<file path="src/rtl/mc_ctrl_pkg.sv">
// Shared encodings for the multicycle ARM control unit: FSM states, ALU codes,
// instruction Op, data-processing command and condition encodings.
package mc_ctrl_pkg;

    typedef enum logic [3:0] {
        ST_FETCH    = 4'd0,
        ST_DECODE   = 4'd1,
        ST_MEMADR   = 4'd2,
        ST_MEMREAD  = 4'd3,
        ST_MEMWB    = 4'd4,
        ST_MEMWRITE = 4'd5,
        ST_EXECUTER = 4'd6,
        ST_EXECUTEI = 4'd7,
        ST_ALUWB    = 4'd8,
        ST_BRANCH   = 4'd9
    } state_e;

    localparam int unsigned ALU_CODE_W = 3;

    localparam logic [ALU_CODE_W-1:0] ALU_ADD = 3'b000;
    localparam logic [ALU_CODE_W-1:0] ALU_SUB = 3'b001;
    localparam logic [ALU_CODE_W-1:0] ALU_AND = 3'b010;
    localparam logic [ALU_CODE_W-1:0] ALU_ORR = 3'b011;
    localparam logic [ALU_CODE_W-1:0] ALU_EOR = 3'b100;
    localparam logic [ALU_CODE_W-1:0] ALU_MOV = 3'b101;
    localparam logic [ALU_CODE_W-1:0] ALU_BIC = 3'b110;

    localparam logic [1:0] OP_DP   = 2'b00;
    localparam logic [1:0] OP_MEM  = 2'b01;
    localparam logic [1:0] OP_BR   = 2'b10;
    localparam logic [1:0] OP_NONE = 2'b11;

    // Data-processing command field Funct[4:1]
    localparam logic [3:0] CMD_AND = 4'b0000;
    localparam logic [3:0] CMD_EOR = 4'b0001;
    localparam logic [3:0] CMD_SUB = 4'b0010;
    localparam logic [3:0] CMD_ADD = 4'b0100;
    localparam logic [3:0] CMD_TST = 4'b1000;
    localparam logic [3:0] CMD_TEQ = 4'b1001;
    localparam logic [3:0] CMD_CMP = 4'b1010;
    localparam logic [3:0] CMD_CMN = 4'b1011;
    localparam logic [3:0] CMD_ORR = 4'b1100;
    localparam logic [3:0] CMD_MOV = 4'b1101;
    localparam logic [3:0] CMD_BIC = 4'b1110;

    localparam logic [3:0] COND_EQ = 4'b0000;
    localparam logic [3:0] COND_NE = 4'b0001;
    localparam logic [3:0] COND_CS = 4'b0010;
    localparam logic [3:0] COND_CC = 4'b0011;
    localparam logic [3:0] COND_MI = 4'b0100;
    localparam logic [3:0] COND_PL = 4'b0101;
    localparam logic [3:0] COND_VS = 4'b0110;
    localparam logic [3:0] COND_VC = 4'b0111;
    localparam logic [3:0] COND_HI = 4'b1000;
    localparam logic [3:0] COND_LS = 4'b1001;
    localparam logic [3:0] COND_GE = 4'b1010;
    localparam logic [3:0] COND_LT = 4'b1011;
    localparam logic [3:0] COND_GT = 4'b1100;
    localparam logic [3:0] COND_LE = 4'b1101;
    localparam logic [3:0] COND_AL = 4'b1110;

endpackage

</file>
<file path="src/rtl/mc_controlunit_cond_check.sv">
// Condition evaluator: ARM condition field against stored NZCV; 1111 acts as AL.
module cond_check
    import mc_ctrl_pkg::*;
(
    input  logic [3:0] cond,
    input  logic [3:0] nzcv,
    output logic       cond_ex
);

    logic flag_n;
    logic flag_z;
    logic flag_c;
    logic flag_v;

    assign {flag_n, flag_z, flag_c, flag_v} = nzcv;

    // Decode the condition field into a single pass/fail bit
    always_comb begin
        cond_ex = 1'b1;
        case (cond)
            COND_EQ: cond_ex = flag_z;
            COND_NE: cond_ex = !flag_z;
            COND_CS: cond_ex = flag_c;
            COND_CC: cond_ex = !flag_c;
            COND_MI: cond_ex = flag_n;
            COND_PL: cond_ex = !flag_n;
            COND_VS: cond_ex = flag_v;
            COND_VC: cond_ex = !flag_v;
            COND_HI: cond_ex = flag_c && !flag_z;
            COND_LS: cond_ex = !flag_c || flag_z;
            COND_GE: cond_ex = (flag_n == flag_v);
            COND_LT: cond_ex = (flag_n != flag_v);
            COND_GT: cond_ex = !flag_z && (flag_n == flag_v);
            COND_LE: cond_ex = flag_z || (flag_n != flag_v);
            default: cond_ex = 1'b1;
        endcase
    end

endmodule

</file>
<file path="src/rtl/mc_controlunit.sv">
// Multicycle ARM control unit: FSM sequencing, ALU decode and NZCV flag store.
// Optional macro MC_CTRL_EXT_ALU_EN adds TST/TEQ/CMN/MOV/BIC decode.
// Control outputs are combinational from State/Instr (plus MemReady where a
// state waits on memory); Flags only reaches the NZCV register.
module mc_controlunit
    import mc_ctrl_pkg::*;
#(
    parameter int unsigned ALUC_W      = 3,
    parameter logic [3:0]  RESET_FLAGS = 4'b0000
) (
    input  logic              clk,
    input  logic              reset,
    input  logic [31:0]       Instr,
    input  logic [3:0]        Flags,
    input  logic              MemReady,
    output logic              PCWrite,
    output logic              AdrSrc,
    output logic              MemWrite,
    output logic              IRWrite,
    output logic              RegWrite,
    output logic [1:0]        ResultSrc,
    output logic              ALUSrcA,
    output logic [1:0]        ALUSrcB,
    output logic [ALUC_W-1:0] ALUControl,
    output logic [1:0]        ImmSrc,
    output logic [1:0]        RegSrc,
    output logic [3:0]        State
);

    state_e state_q;
    state_e state_d;
    logic [3:0] nzcv_q;
    logic [3:0] nzcv_d;

    logic [3:0] cond;
    logic [1:0] op;
    logic [5:0] funct;
    logic [3:0] cmd;
    logic       s_bit;
    logic       rd_is_pc;
    logic       cond_ex;

    logic [ALU_CODE_W-1:0] alu_dec;
    logic                  dec_known;
    logic                  dec_cv;
    logic                  dec_wr_ok;
    logic [1:0]            flag_w;

    logic                  pc_write_c;
    logic                  mem_write_c;
    logic                  ir_write_c;
    logic                  reg_write_c;
    logic [ALU_CODE_W-1:0] alu_ctrl_c;

    logic unused_instr_bits;

    assign cond     = Instr[31:28];
    assign op       = Instr[27:26];
    assign funct    = Instr[25:20];
    assign cmd      = funct[4:1];
    assign s_bit    = funct[0];
    assign rd_is_pc = (Instr[15:12] == 4'd15);

    assign unused_instr_bits = ^{Instr[19:16], Instr[11:0]};

    cond_check u_cond_check (
        .cond    (cond),
        .nzcv    (nzcv_q),
        .cond_ex (cond_ex)
    );

    // Data-processing decode: ALU code, flag-write class and write permission
    always_comb begin
        alu_dec   = ALU_ADD;
        dec_known = 1'b1;
        dec_cv    = 1'b0;
        dec_wr_ok = 1'b1;
        case (cmd)
            CMD_ADD: begin alu_dec = ALU_ADD; dec_cv = 1'b1; end
            CMD_SUB: begin alu_dec = ALU_SUB; dec_cv = 1'b1; end
            CMD_AND: alu_dec = ALU_AND;
            CMD_ORR: alu_dec = ALU_ORR;
            CMD_EOR: alu_dec = ALU_EOR;
            CMD_CMP: begin alu_dec = ALU_SUB; dec_cv = 1'b1; dec_wr_ok = 1'b0; end
`ifdef MC_CTRL_EXT_ALU_EN
            CMD_TST: begin alu_dec = ALU_AND; dec_wr_ok = 1'b0; end
            CMD_TEQ: begin alu_dec = ALU_EOR; dec_wr_ok = 1'b0; end
            CMD_CMN: begin alu_dec = ALU_ADD; dec_cv = 1'b1; dec_wr_ok = 1'b0; end
            CMD_MOV: alu_dec = ALU_MOV;
            CMD_BIC: alu_dec = ALU_BIC;
`endif
            default: begin
                alu_dec   = ALU_ADD;
                dec_known = 1'b0;
                dec_wr_ok = 1'b0;
            end
        endcase
        flag_w = {s_bit && dec_known, s_bit && dec_known && dec_cv};
    end

    // Next state, flag update and per-state control values
    always_comb begin
        state_d     = state_q;
        nzcv_d      = nzcv_q;
        pc_write_c  = 1'b0;
        mem_write_c = 1'b0;
        ir_write_c  = 1'b0;
        reg_write_c = 1'b0;
        AdrSrc      = 1'b0;
        ResultSrc   = 2'b00;
        ALUSrcA     = 1'b0;
        ALUSrcB     = 2'b00;
        alu_ctrl_c  = ALU_ADD;
        case (state_q)
            ST_FETCH: begin
                ResultSrc  = 2'b10;
                ALUSrcA    = 1'b1;
                ALUSrcB    = 2'b10;
                pc_write_c = MemReady;
                ir_write_c = MemReady;
                if (MemReady) state_d = ST_DECODE;
            end
            ST_DECODE: begin
                ResultSrc = 2'b10;
                ALUSrcA   = 1'b1;
                ALUSrcB   = 2'b10;
                case (op)
                    OP_MEM:  state_d = ST_MEMADR;
                    OP_DP:   state_d = funct[5] ? ST_EXECUTEI : ST_EXECUTER;
                    OP_BR:   state_d = ST_BRANCH;
                    default: state_d = ST_FETCH;
                endcase
            end
            ST_MEMADR: begin
                ALUSrcB = 2'b01;
                state_d = funct[0] ? ST_MEMREAD : ST_MEMWRITE;
            end
            ST_MEMREAD: begin
                AdrSrc = 1'b1;
                if (MemReady) state_d = ST_MEMWB;
            end
            ST_MEMWRITE: begin
                AdrSrc      = 1'b1;
                mem_write_c = cond_ex && MemReady;
                if (MemReady) state_d = ST_FETCH;
            end
            ST_MEMWB: begin
                ResultSrc   = 2'b01;
                reg_write_c = cond_ex;
                pc_write_c  = cond_ex && rd_is_pc;
                state_d     = ST_FETCH;
            end
            ST_EXECUTER, ST_EXECUTEI: begin
                ALUSrcB    = (state_q == ST_EXECUTEI) ? 2'b01 : 2'b00;
                alu_ctrl_c = alu_dec;
                if (cond_ex && flag_w[1]) nzcv_d[3:2] = Flags[3:2];
                if (cond_ex && flag_w[0]) nzcv_d[1:0] = Flags[1:0];
                state_d = ST_ALUWB;
            end
            ST_ALUWB: begin
                reg_write_c = cond_ex && dec_wr_ok;
                pc_write_c  = cond_ex && dec_wr_ok && rd_is_pc;
                state_d     = ST_FETCH;
            end
            ST_BRANCH: begin
                ResultSrc  = 2'b10;
                ALUSrcB    = 2'b01;
                pc_write_c = cond_ex;
                state_d    = ST_FETCH;
            end
            default: state_d = ST_FETCH;
        endcase
    end

    // State and NZCV registers with synchronous reset
    always_ff @(posedge clk) begin
        if (reset) begin
            state_q <= ST_FETCH;
            nzcv_q  <= RESET_FLAGS;
        end else begin
            state_q <= state_d;
            nzcv_q  <= nzcv_d;
        end
    end

    // Strobes are suppressed during the reset cycle so nothing commits
    assign PCWrite    = pc_write_c  && !reset;
    assign MemWrite   = mem_write_c && !reset;
    assign IRWrite    = ir_write_c  && !reset;
    assign RegWrite   = reg_write_c && !reset;
    assign ALUControl = ALUC_W'(alu_ctrl_c);
    assign ImmSrc     = op;
    assign RegSrc     = {(op == OP_MEM) && !funct[0], (op == OP_BR)};
    assign State      = state_q;

endmodule

</file>
<file path="config.mk">
export PLATFORM = sky130hd
export DESIGN_NAME = mc_controlunit
export DESIGN_NICKNAME = d
export VERILOG_FILES = /design/src/rtl/mc_ctrl_pkg.sv /design/src/rtl/mc_controlunit_cond_check.sv /design/src/rtl/mc_controlunit.sv
export SDC_FILE = /design/constraint.sdc
export NUM_CORES = 1
export LEC_CHECK = 0
export ABC_AREA = 1
export CAP_MARGIN = 25
export CORE_AREA = 2 2 52 54
export CTS_BUF_LIST = sky130_fd_sc_hd__clkbuf_8
export CTS_CLUSTER_DIAMETER = 30
export DETAILED_ROUTE_END_ITERATION = 8
export DIE_AREA = 0 0 54 56
export PLACE_DENSITY = 0.93
export SLEW_MARGIN = 20
export SYNTH_ARGS = -nofsm -noshare
export SYNTH_HDL_FRONTEND = slang
export SYNTH_SLANG_ARGS = --single-unit
</file>
<file path="constraint.sdc">
create_clock -name clk -period 2.69 [get_ports clk]
set_input_delay 0.538 -clock clk [delete_from_list [all_inputs] [get_ports clk]]
set_output_delay 0.538 -clock clk [all_outputs]
set_load 0.03 [all_outputs]
</file>
==> run summary, run 1 <==
• 2.59 ns — shortest clock period the worst path allows after layout
• 0 — max_cap viols
• 404 nW/um2 — power density over cell area
• 255 — final std cells w/o fill
• 3 — Worst Path Max Fanout
• 4.82 — average via count per standard cell
• flip-flop to flip-flop — class of the worst hold path
• 17.0% — sequential-to-total area share from yosys stat
• nand2_1, dfxtp_1, inv_1 — dominant cells by area after synthesis
• 24.2% — clock share of power
• input port — sort of element at the start of the critical path
• 0% — share of async-settable or async-resettable flops after synthesis
• 43 — buffers added on ports
• 96.4% — share of the clock period used by the worst path after layout
• 0.00850 ns — worst clock skew on the final layout
• 0.000247 W — net switching component of the power
• 0.937 — RePlAce Congestion
• clkbuf_8 — clock tree root driver cell
• 0.05 ns — clock edge transition at the registers on the reported setup and hold paths
• 266 — net total in the final layout
• 0 — CTS Hold Bufs
• met2 — layer carrying the most global-route usage
• 11 — worst r2r path cells
• 0.340 ns — pin slew with the least headroom to its limit
• 54 um — DIE WIDTH
• 0% — fraction of the mapped netlist area in adder cells
• 41.5% — share of total power consumed by net switching
• input port to output port — start-to-end type of the worst setup path
• 0.471 mV — Peak VDD IR
• 2.05 ns — data arrival time at the worst-slack endpoint
• 0 — count of pins over their slew limit
• 3 — number of buffers added by the clock tree synthesis step
• 179 — count of mapped cells out of synthesis
• 2 — Clock Path Buffers
• 56 um — Die Y-Extent
• 4 — length of the first detailed-routing pass in iterations
• 21.5% — top-area cell type share of the netlist area
• 3020 um2 — full die area
• dfxtp_1 — most common flop cell mapped by yosys
• 19.3% — overall track demand over capacity in global routing
• 0% — Synth Area in XOR/XNOR
• 8 — Sinks on Clock Net
• 0 — Yosys warnings
• 0 — final count of negative-setup-slack endpoints
• 1,228 — vias after detailed routing
• 26 — number of distinct library cell variants in the gate-level netlist after synthesis
• completed — result of the run
• 1 — maximum level of the CTS H-tree
• 10.3 um — wire per inst
• 943 um2 — synthesized cell area
• done — TritonCTS clock tree
• output port — Worst setup EP type
• -0.00601 ns — pre-CTS setup slack
• 52.4% — share of total power in combinational logic
• 0 — Antenna Nets Post-Route
• 0 — number of synthesized flops with an enable pin
• 8 — Yosys reg bits
• 2.10 mm — Detailed Place HPWL
• 55.0% — post-synthesis simple-gate area fraction
• 2 — hold path cells
• 0.0976 ns — PnR worst setup slack
• 0.781 nW — P_leak
• 4.51 mm — first-pass GRT wire length
• 252 — Placed Cells
• nand2_1 — most common cell in the netlist
• simple AND/OR/NAND/NOR gates — largest family of logic cells by synthesized area
• 1,153 — vias in the first global route
• 11.8% — compound-gate portion of the synthesized area
• 0 — antenna diode instance count
• 2430 um2 — Floorplan Core Area
• 3.49% — met3 Use GR
• nand2_1 — post-synth top area cell
• 218 — post-synthesis net count
• 0 — DRC Markers
• nand2_1, inv_1, nor2_1, nand3_1 — top post-synthesis cells by count
• 0.000348 W — internal power contribution
• 386 MHz — Max Freq
• 12.0% — fraction of layout cells with a size suffix above 1
• 32.6% — GR Layer Usage met2
• 18 — site row count
• 77.2% — Max-Slew Margin vs Limit
• 9 — largest net degree at the start of global routing
• 0% — share of synthesized area spent on multiplexers
• 0 — number of endpoints with negative hold slack in the final report
• 24.0% — met1 global-route usage
• 0 — overflow left after global routing
• 5.27 um2 — Post-Syn Area per Cell
• 2.15 ns — data required time at the worst endpoint
• 23.4% — share of power burned in registers
• 38.8% — initial core utilization
• 0 — initial antenna violation count
• 60 — Boundary Pins
• 25 — first-iteration detailed-routing DRC count
• 56.2% — signed area change from the synthesized netlist to the final layout
• 2.63 mm — Final Routed Wirelength
• 0.23 ns — Clock Latency Late Sink
layer usage:
metal,wire length [um],vias to the layer above
met4,12,0
met5,0,-
li1,-,649
met2,1290,43
met3,168,2
met1,1160,534
state kept, by name (all words and copies together), names as in the netlist:
signal and flops:
State 4, nzcv_q 4
cells in the final DEF, fill, tap and decap left out:
| cell | n |
|---|---|
| nand2_1 | 54 |
| clkdlybuf4s50_1 | 33 |
| inv_1 | 31 |
| nor2_1 | 29 |
| nand3_1 | 11 |
| dfxtp_1 | 8 |
| a21oi_1 | 7 |
| dlymetal6s2s_1 | 6 |
| o21ai_0 | 5 |
| inv_2 | 4 |
| buf_4 | 4 |
| nor2_2 | 3 |
| nand2_2 | 3 |
| nand4_1 | 3 |
| clkbuf_8 | 3 |
| nor2_4 | 2 |
| nor3_1 | 2 |
| nand3b_1 | 2 |
| inv_4 | 1 |
| o311ai_0 | 1 |
| nor2_8 | 1 |
| nor3_2 | 1 |
| a21oi_2 | 1 |
| a31oi_2 | 1 |
| and2_4 | 1 |
| nand3_2 | 1 |
| a31oi_1 | 1 |
| o21ai_1 | 1 |
| nor3b_1 | 1 |
| o211ai_1 | 1 |
| o22ai_1 | 1 |
| dlygate4sd2_1 | 1 |
| buf_6 | 1 |
critical path, cell delays in order:
cell	delay, ns
clkdlybuf4s50_1	0.51
inv_1	0.08
nand2_1	0.06
nand3_1	0.09
nor2_1	0.11
clkdlybuf4s50_1	0.67
kinds of logic (layout without fill, tap and decap cells):
| logic type | Yosys count | in the layout |
|---|---|---|
| DFF | 8 | 8 |
| AOI/OAI and AO/OA | 19 | 19 |
| and+or+nand+nor | 114 | 114 |
| buffers and inverters | 38 | 84 |
area by class of cell:
class / count / area (um2)
repair buffers: 45 / 455
inverters: 36 / 138
fillers: 231 / 958
well taps: 30 / 37.5
clock buffers: 3 / 41.3
flip-flops and latches: 8 / 160
multi-input cells: 133 / 642
through the flow:
step	total power, W	TNS, ns	util, %	cell area [um2]	hold WS [ns]
2_1_floorplan	0.000324	0	-	943	0.481
3_3_place_gp	0.000444	0	57.7	1400	0.503
3_5_place_dp	0.000448	-0.00601	57.7	1400	0.521
4_1_cts	0.000594	0	59.4	1440	0.529
5_1_grt	0.000633	-0.00279	60.6	1470	0.570
6_report	0.000595	0	60.6	1470	0.528
worst paths after layout:
check	startpoint	endpoint	slack (ns)
worst max-delay path	Instr[23]	ALUControl[1]	0.1
worst min-delay path	nzcv_q[3]	nzcv_q[3]	0.53
worst max register to register	nzcv_q[3]	nzcv_q[2]	1.20
worst min register to register	nzcv_q[3]	nzcv_q[3]	0.53
power by group through the flow:
stage               Clock (W)  Sequential, W  Combinational [W]
floorplan                   0       0.000154           0.000171
global placement            0       0.000141           0.000303
detailed placement          0       0.000141           0.000307
CTS                  0.000146       0.000139           0.000309
global route         0.000152       0.000140           0.000341
finish               0.000144       0.000139           0.000312
repair_timing:
action | in CTS | in global routing
gates resized for setup | 1 | 11
pin swaps | 0 | 1
setup buffers | 0 | 0
endpoints found under the setup margin | 2 | 5
Note: power is estimated with default switching activity, not from simulation.
==> inputs of run 2 (changes only) <==
--- a/config.mk
+++ b/config.mk
@@ -8,7 +8,7 @@
 export ABC_AREA = 1
 export CAP_MARGIN = 25
 export CORE_AREA = 2 2 52 54
-export CTS_BUF_LIST = sky130_fd_sc_hd__clkbuf_8
+export CTS_BUF_LIST = sky130_fd_sc_hd__clkbuf_2
 export CTS_CLUSTER_DIAMETER = 30
 export DETAILED_ROUTE_END_ITERATION = 8
 export DIE_AREA = 0 0 54 56
==> run 2 against run 1 <==
  * Core utilization is 0.98 points lower
  * Power down 12%
  * Largest power group unchanged
  * Sequential power hardly changed
  * Clock-buffer cell count unchanged
  * Setup slack lost 0.0063 ns
==> run summary, run 2 (synthesis results as in run 1) <==
• 43 — buffers added on ports, unchanged
• 96.6% — share of the clock period used by the worst path after layout, +0.24 points
• 1,231 — vias after detailed routing, +0.24%
• 10.3 um — wire per inst, +0.23%
• 38.8% — initial core utilization, unchanged
• 0 — final count of negative-setup-slack endpoints, unchanged
• 3 — number of buffers added by the clock tree synthesis step, unchanged
• 0 — overflow left after global routing, unchanged
• 0.0179 ns — worst clock skew on the final layout, +0.00938 ns
• 266 — net total in the final layout, unchanged
• 60 — Boundary Pins, unchanged
• 4.53 mm — first-pass GRT wire length, +0.47%
• 59.6% — share of the core filled with cells in the final layout, -0.98 points
• 252 — Placed Cells, unchanged
• 2.64 mm — Final Routed Wirelength, +0.23%
• 0 — max_cap viols, unchanged
• 360 nW/um2 — power density over cell area, -11%
• 2.06 ns — data arrival time at the worst-slack endpoint, about the same
• 2.10 mm — Detailed Place HPWL, unchanged
• 0.446 mV — Peak VDD IR, -5.3%
• done — TritonCTS clock tree
• input port — sort of element at the start of the critical path
• 56 um — Die Y-Extent, unchanged
• 0 — DRC Markers, unchanged
• clkdlybuf4s50_1 — Critical Path Most Common Cell
• 0.67 ns — maximum cell stage delay along the critical path, about the same
• 0.937 — RePlAce Congestion, unchanged
• 12.0% — fraction of layout cells with a size suffix above 1, unchanged
• flip-flop to flip-flop — class of the worst hold path
• 76.8% — Max-Slew Margin vs Limit, -0.31 points
• nand2_1 — most common cell after layout, fill and taps aside
• 385 MHz — Max Freq, -0.24%
• 4 — length of the first detailed-routing pass in iterations, unchanged
• 1,156 — vias in the first global route, +0.26%
• input port to output port — start-to-end type of the worst setup path
• 0.000522 W — total power, -12%
• 19.4% — overall track demand over capacity in global routing, +0.053 points
• 0 — Post-CTS Repair Setup Buffers, unchanged
• buffers and inverters — critical path's top delay family
• 3 — Worst Path Max Fanout, unchanged
• 0 — antenna diode instance count, unchanged
• clkdlybuf4s50_1 -> inv_1 -> nand2_1 -> nand3_1 -> nor2_1 -> clkdlybuf4s50_1 — CP Cell Sequence
• 0 — initial antenna violation count, unchanged
• 4.83 — average via count per standard cell, +0.24%
• 2.15 ns — data required time at the worst endpoint, about the same
• 255 — final std cells w/o fill, unchanged
• 0.24 ns — Clock Latency Late Sink, about the same
• nand2_1, clkdlybuf4s50_1, inv_1 — leading cell types in the layout, fill and taps excluded
• 0.09 ns — clock edge transition at the registers on the reported setup and hold paths, +0.04 ns
• 2.60 ns — shortest clock period the worst path allows after layout, +0.00633 ns
• 0.789 nW — P_leak, +1.1%
• 9 — largest net degree at the start of global routing, unchanged
• clkdlybuf4s50_1 — Critical-path top delay cell
• 53.7% — signed area change from the synthesized netlist to the final layout
• 1 — maximum level of the CTS H-tree, unchanged
• 0.347 ns — pin slew with the least headroom to its limit, +0.00664 ns
• 54 um — DIE WIDTH, unchanged
• 2 — Clock Path Buffers, unchanged
• 8 — Sinks on Clock Net, unchanged
• 3 — buffering stage count on the worst path with inverters included, unchanged
• 2430 um2 — Floorplan Core Area, unchanged
• clkbuf_2 — clock tree root driver cell
• 237 — Filler Cells Inserted, +2.6%
• 3020 um2 — full die area, unchanged
• 0 — count of pins over their slew limit, unchanged
• 0 — number of endpoints with negative hold slack in the final report, unchanged
• 0 — Antenna Nets Post-Route, unchanged
• output port — Worst setup EP type
• 18 — site row count, unchanged
• completed — result of the run
• 30 — first-iteration detailed-routing DRC count, +20%
==> run 2: worst min-delay path: stages, from the launching register on <==
cell and delay, ns:
dfxtp_1 0.34, nor2_1 0.11, nor2_1 0.05
==> run 2: what timing repair did <==
action                     CTS  global route
setup endpoints to repair    2             6
pin swaps                    0             1
hold buffers                 0             0
resized for setup            1            12
==> run 2: through the flow <==
stage	setup slack, ns	hold WS (ns)	cell area [um2]	TNS (ns)
CTS	0.00710	0.536	1420	0
finish	0.0913	0.533	1450	0
global route	-0.00232	0.577	1450	-0.00232
global placement	0.0107	0.503	1400	0
detailed placement	-0.00601	0.521	1400	-0.00601
floorplan	0.165	0.481	943	0
==> run 2: metal layers <==
metal / GRT usage (%) / wire length (um) / vias to the layer above / part of all wire (%)
li1: - / - / 650 / -
met1: 24.0 / 1150 / 532 / 44
met2: 32.8 / 1260 / 44 / 48
met3: 3.49 / 187 / 5 / 7.1
met4: 6.43 / 40 / 0 / 1.5
met5: 0 / 0 / - / 0
==> run 2: final cells by class <==
type | count | area, um2 | area share [%]
Multi-Input combinational cell | 133 | 642 | 44.3
Timing Repair Buffer | 45 | 458 | 31.6
Sequential cell | 8 | 160 | 11.0
Inverter | 36 | 138 | 9.49
Tap cell | 30 | 37.5 | 2.59
Clock buffer | 3 | 15.0 | 1.04
==> run 2: final timing paths <==
path / start / to / slack [ns] / cells after the start
min reg2reg: nzcv_q[3] / nzcv_q[3] / 0.53 / 2
max reg2reg: nzcv_q[3] / nzcv_q[2] / 1.19 / 11
min: nzcv_q[3] / nzcv_q[3] / 0.53 / 2
max: Instr[23] / ALUControl[1] / 0.09 / 6
==> run 2: report_power, final <==
| part | switching (W) | leakage (nW) | internal, W |
|---|---|---|---|
| clock network | 0.0000431 | 0.0125 | 0.0000304 |
| logic | 0.000187 | 0.712 | 0.000124 |
| registers | 0.0000121 | 0.0650 | 0.000126 |
| total | 0.000242 | 0.789 | 0.000281 |
==> inputs of run 3 (changes only) <==
==> constraint.sdc (replaced) <==
create_clock -name clk -period 2.69 [get_ports clk]
set_input_delay 0.538 -clock clk [delete_from_list [all_inputs] [get_ports clk]]
set_output_delay 0.538 -clock clk [all_outputs]
set_load 0.05 [all_outputs]
==> run 3 against run 2 <==
  * Core utilization grew 4.7 points
  * Global-route usage grew 0.73 points
  * Via count grew 2.5%
  * Hold slack gained 0.018 ns
  * Wire length grew 5.8%
  * Non-clock buffer count grew 3
  * Combinational power grew 21%
  * Maximum frequency grew 2.0%
  * First-iteration DRC count is the same
  * Clock skew shrank 0.0084 ns
  * Clock power shrank 3.4%
  * Critical path type unchanged
  * Largest cell class unchanged
  * Highest routed layer unchanged
==> run summary, run 3 (synthesis results as in run 1) <==
• completed — result of the run
• 2.31 mm — Detailed Place HPWL, +10%
• 8 — Sinks on Clock Net, unchanged
• nand2_1 — most common cell after layout, fill and taps aside
• 4 — length of the first detailed-routing pass in iterations, unchanged
• 0.46 ns — maximum cell stage delay along the critical path, -0.21 ns
• 0.08 ns — clock edge transition at the registers on the reported setup and hold paths, about the same
• 0.799 nW — P_leak, +1.2%
• 0 — overflow left after global routing, unchanged
• 0.505 ns — pin slew with the least headroom to its limit, +0.158 ns
• 3 — number of buffers added by the clock tree synthesis step, unchanged
• 1520 um2 — area of placed instances, +8.2%
• 54 um — DIE WIDTH, unchanged
• 18 — site row count, unchanged
• input port — sort of element at the start of the critical path
• 0.000586 W — total power, +12%
• 374 nW/um2 — power density over cell area, +3.9%
• 2 — Clock Path Buffers, unchanged
• 19.7% — fraction of layout cells with a size suffix above 1, +7.7 points
• 2.15 ns — data required time at the worst endpoint, about the same
• 0.337 mV — Peak VDD IR, -24%
• -0.0443 ns — pre-CTS setup slack, -0.0383 ns
• 3020 um2 — full die area, unchanged
• 0 — antenna diode instance count, unchanged
• 0 — CTS Hold Bufs, unchanged
• 269 — net total in the final layout, +1.1%
• 0.909 — RePlAce Congestion, -3.0%
• 66.3% — Max-Slew Margin vs Limit, -11 points
• 1,229 — vias in the first global route, +6.3%
• 0.24 ns — Clock Latency Late Sink, about the same
• 56 um — Die Y-Extent, unchanged
• 94.7% — share of the clock period used by the worst path after layout, -1.9 points
• 0.142 ns — PnR worst setup slack, +0.0504 ns
• 3 — Worst Path Max Fanout, unchanged
• 4.75 mm — first-pass GRT wire length, +4.9%
• 0 — count of pins over their slew limit, unchanged
• 65.9% — signed area change from the synthesized netlist to the final layout
• 0 — DRC Markers, unchanged
• 43 — buffers added on ports, unchanged
• 1570 um2 — fin area, +7.9%
• 0.00953 ns — worst clock skew on the final layout, -0.00836 ns
• 30 — first-iteration detailed-routing DRC count, unchanged
• clkbuf_2 — clock tree root driver cell
• 2.55 ns — shortest clock period the worst path allows after layout, -0.0504 ns
• 20.1% — overall track demand over capacity in global routing, +0.73 points
• nand2_1, inv_1, nor2_1 — leading cell types in the layout, fill and taps excluded
• input port to output port — start-to-end type of the worst setup path
• 1 — maximum level of the CTS H-tree, unchanged
• 0 — Antenna Nets Post-Route, unchanged
• clkdlybuf4s50_1 -> inv_2 -> nand2_1 -> nand3_1 -> nand2_1 -> nor2_2 -> nand2_1 -> nand2_1 -> nand2_1 -> nand2_1 -> nand2_1 -> nand2_1 -> inv_1 -> buf_12 — CP Cell Sequence
• done — TritonCTS clock tree
• 2.01 ns — data arrival time at the worst-slack endpoint, -0.05 ns
• output port — Worst setup EP type
• 8 — largest net degree at the start of global routing, -1
• 2.79 mm — Final Routed Wirelength, +5.8%
• 2430 um2 — Floorplan Core Area, unchanged
• 0 — final count of negative-setup-slack endpoints, unchanged
• 392 MHz — Max Freq, +2.0%
• nand2_1 — Critical Path Most Common Cell
• 60 — Boundary Pins, unchanged
• 10.8 um — wire per inst, +4.6%
• 4.89 — average via count per standard cell, +1.3%
• flip-flop to flip-flop — class of the worst hold path
• 0 — number of endpoints with negative hold slack in the final report, unchanged
• 1,262 — vias after detailed routing, +2.5%
• 64.4% — share of the core filled with cells in the final layout, +4.7 points
• 0 — initial antenna violation count, unchanged
• 38.8% — initial core utilization, unchanged
• clkdlybuf4s50_1 — Critical-path top delay cell
• 0 — max_cap viols, unchanged
[run 3: changes by cell type in the layout (fill, tap and decap cells not counted), moves of 2 or more]
cell,before,now
clkdlybuf4s50_1,32,26
dlymetal6s2s_1,7,4
nor2_2,3,5
buf_4,4,8
buf_12,0,9
nand2_2,3,5
nor2_1,29,27
nand2_1,54,52
[run 3: layout make-up]
class / instances / area, um2
fillers: 217 / 867
multi-input cells: 133 / 656
repair buffers: 48 / 559
flip-flops and latches: 8 / 160
inverters: 36 / 138
well taps: 30 / 37.5
clock buffers: 3 / 15.0
[run 3: per-layer routing]
| metal | wire [um] | track usage (%) | vias to the layer above |
|---|---|---|---|
| met5 | 0 | 0 | - |
| met4 | 34 | 6.79 | 0 |
| met3 | 192 | 4.03 | 4 |
| met2 | 1370 | 33.4 | 47 |
| met1 | 1190 | 25.0 | 560 |
| li1 | - | - | 651 |
[run 3: critical path: cells and delay by family]
kind | cells | cell delay, ns
buffers and inverters | 4 | 0.76
and+or+nand+nor | 10 | 0.72
[run 3: path summary, 6_finish.rpt]
| path | startpoint | endpoint | slack, ns | depth (start not counted) |
|---|---|---|---|---|
| max | Instr[23] | PCWrite | 0.14 | 14 |
| max reg2reg | nzcv_q[3] | nzcv_q[2] | 1.15 | 11 |
| min reg2reg | nzcv_q[3] | nzcv_q[3] | 0.55 | 2 |
| min | nzcv_q[3] | nzcv_q[3] | 0.55 | 2 |
[run 3: per-stage QoR]
| stage | hold WS, ns | instances | TNS, ns |
|---|---|---|---|
| final | 0.551 | 258 | 0 |
| after global routing | 0.598 | 258 | -0.00958 |
| after CTS | 0.555 | 257 | 0 |
| after detailed placement | 0.542 | 254 | -0.0443 |
| after global placement | 0.518 | 254 | -0.0440 |
| after floorplan | 0.481 | 179 | -0.0465 |
[run 3: timing repair]
item	CTS	global route
hold endpoints to repair	0	0
buffers inserted	0	1
pin swaps	0	1
gates resized for setup	1	11
setup endpoints to repair	2	2
[run 3: report_power, final]
group | total (W) | internal (W) | switching, W
Sequential | 0.000139 | 0.000126 | 0.0000131
Combinational | 0.000375 | 0.000138 | 0.000237
Clock | 0.0000710 | 0.0000304 | 0.0000406
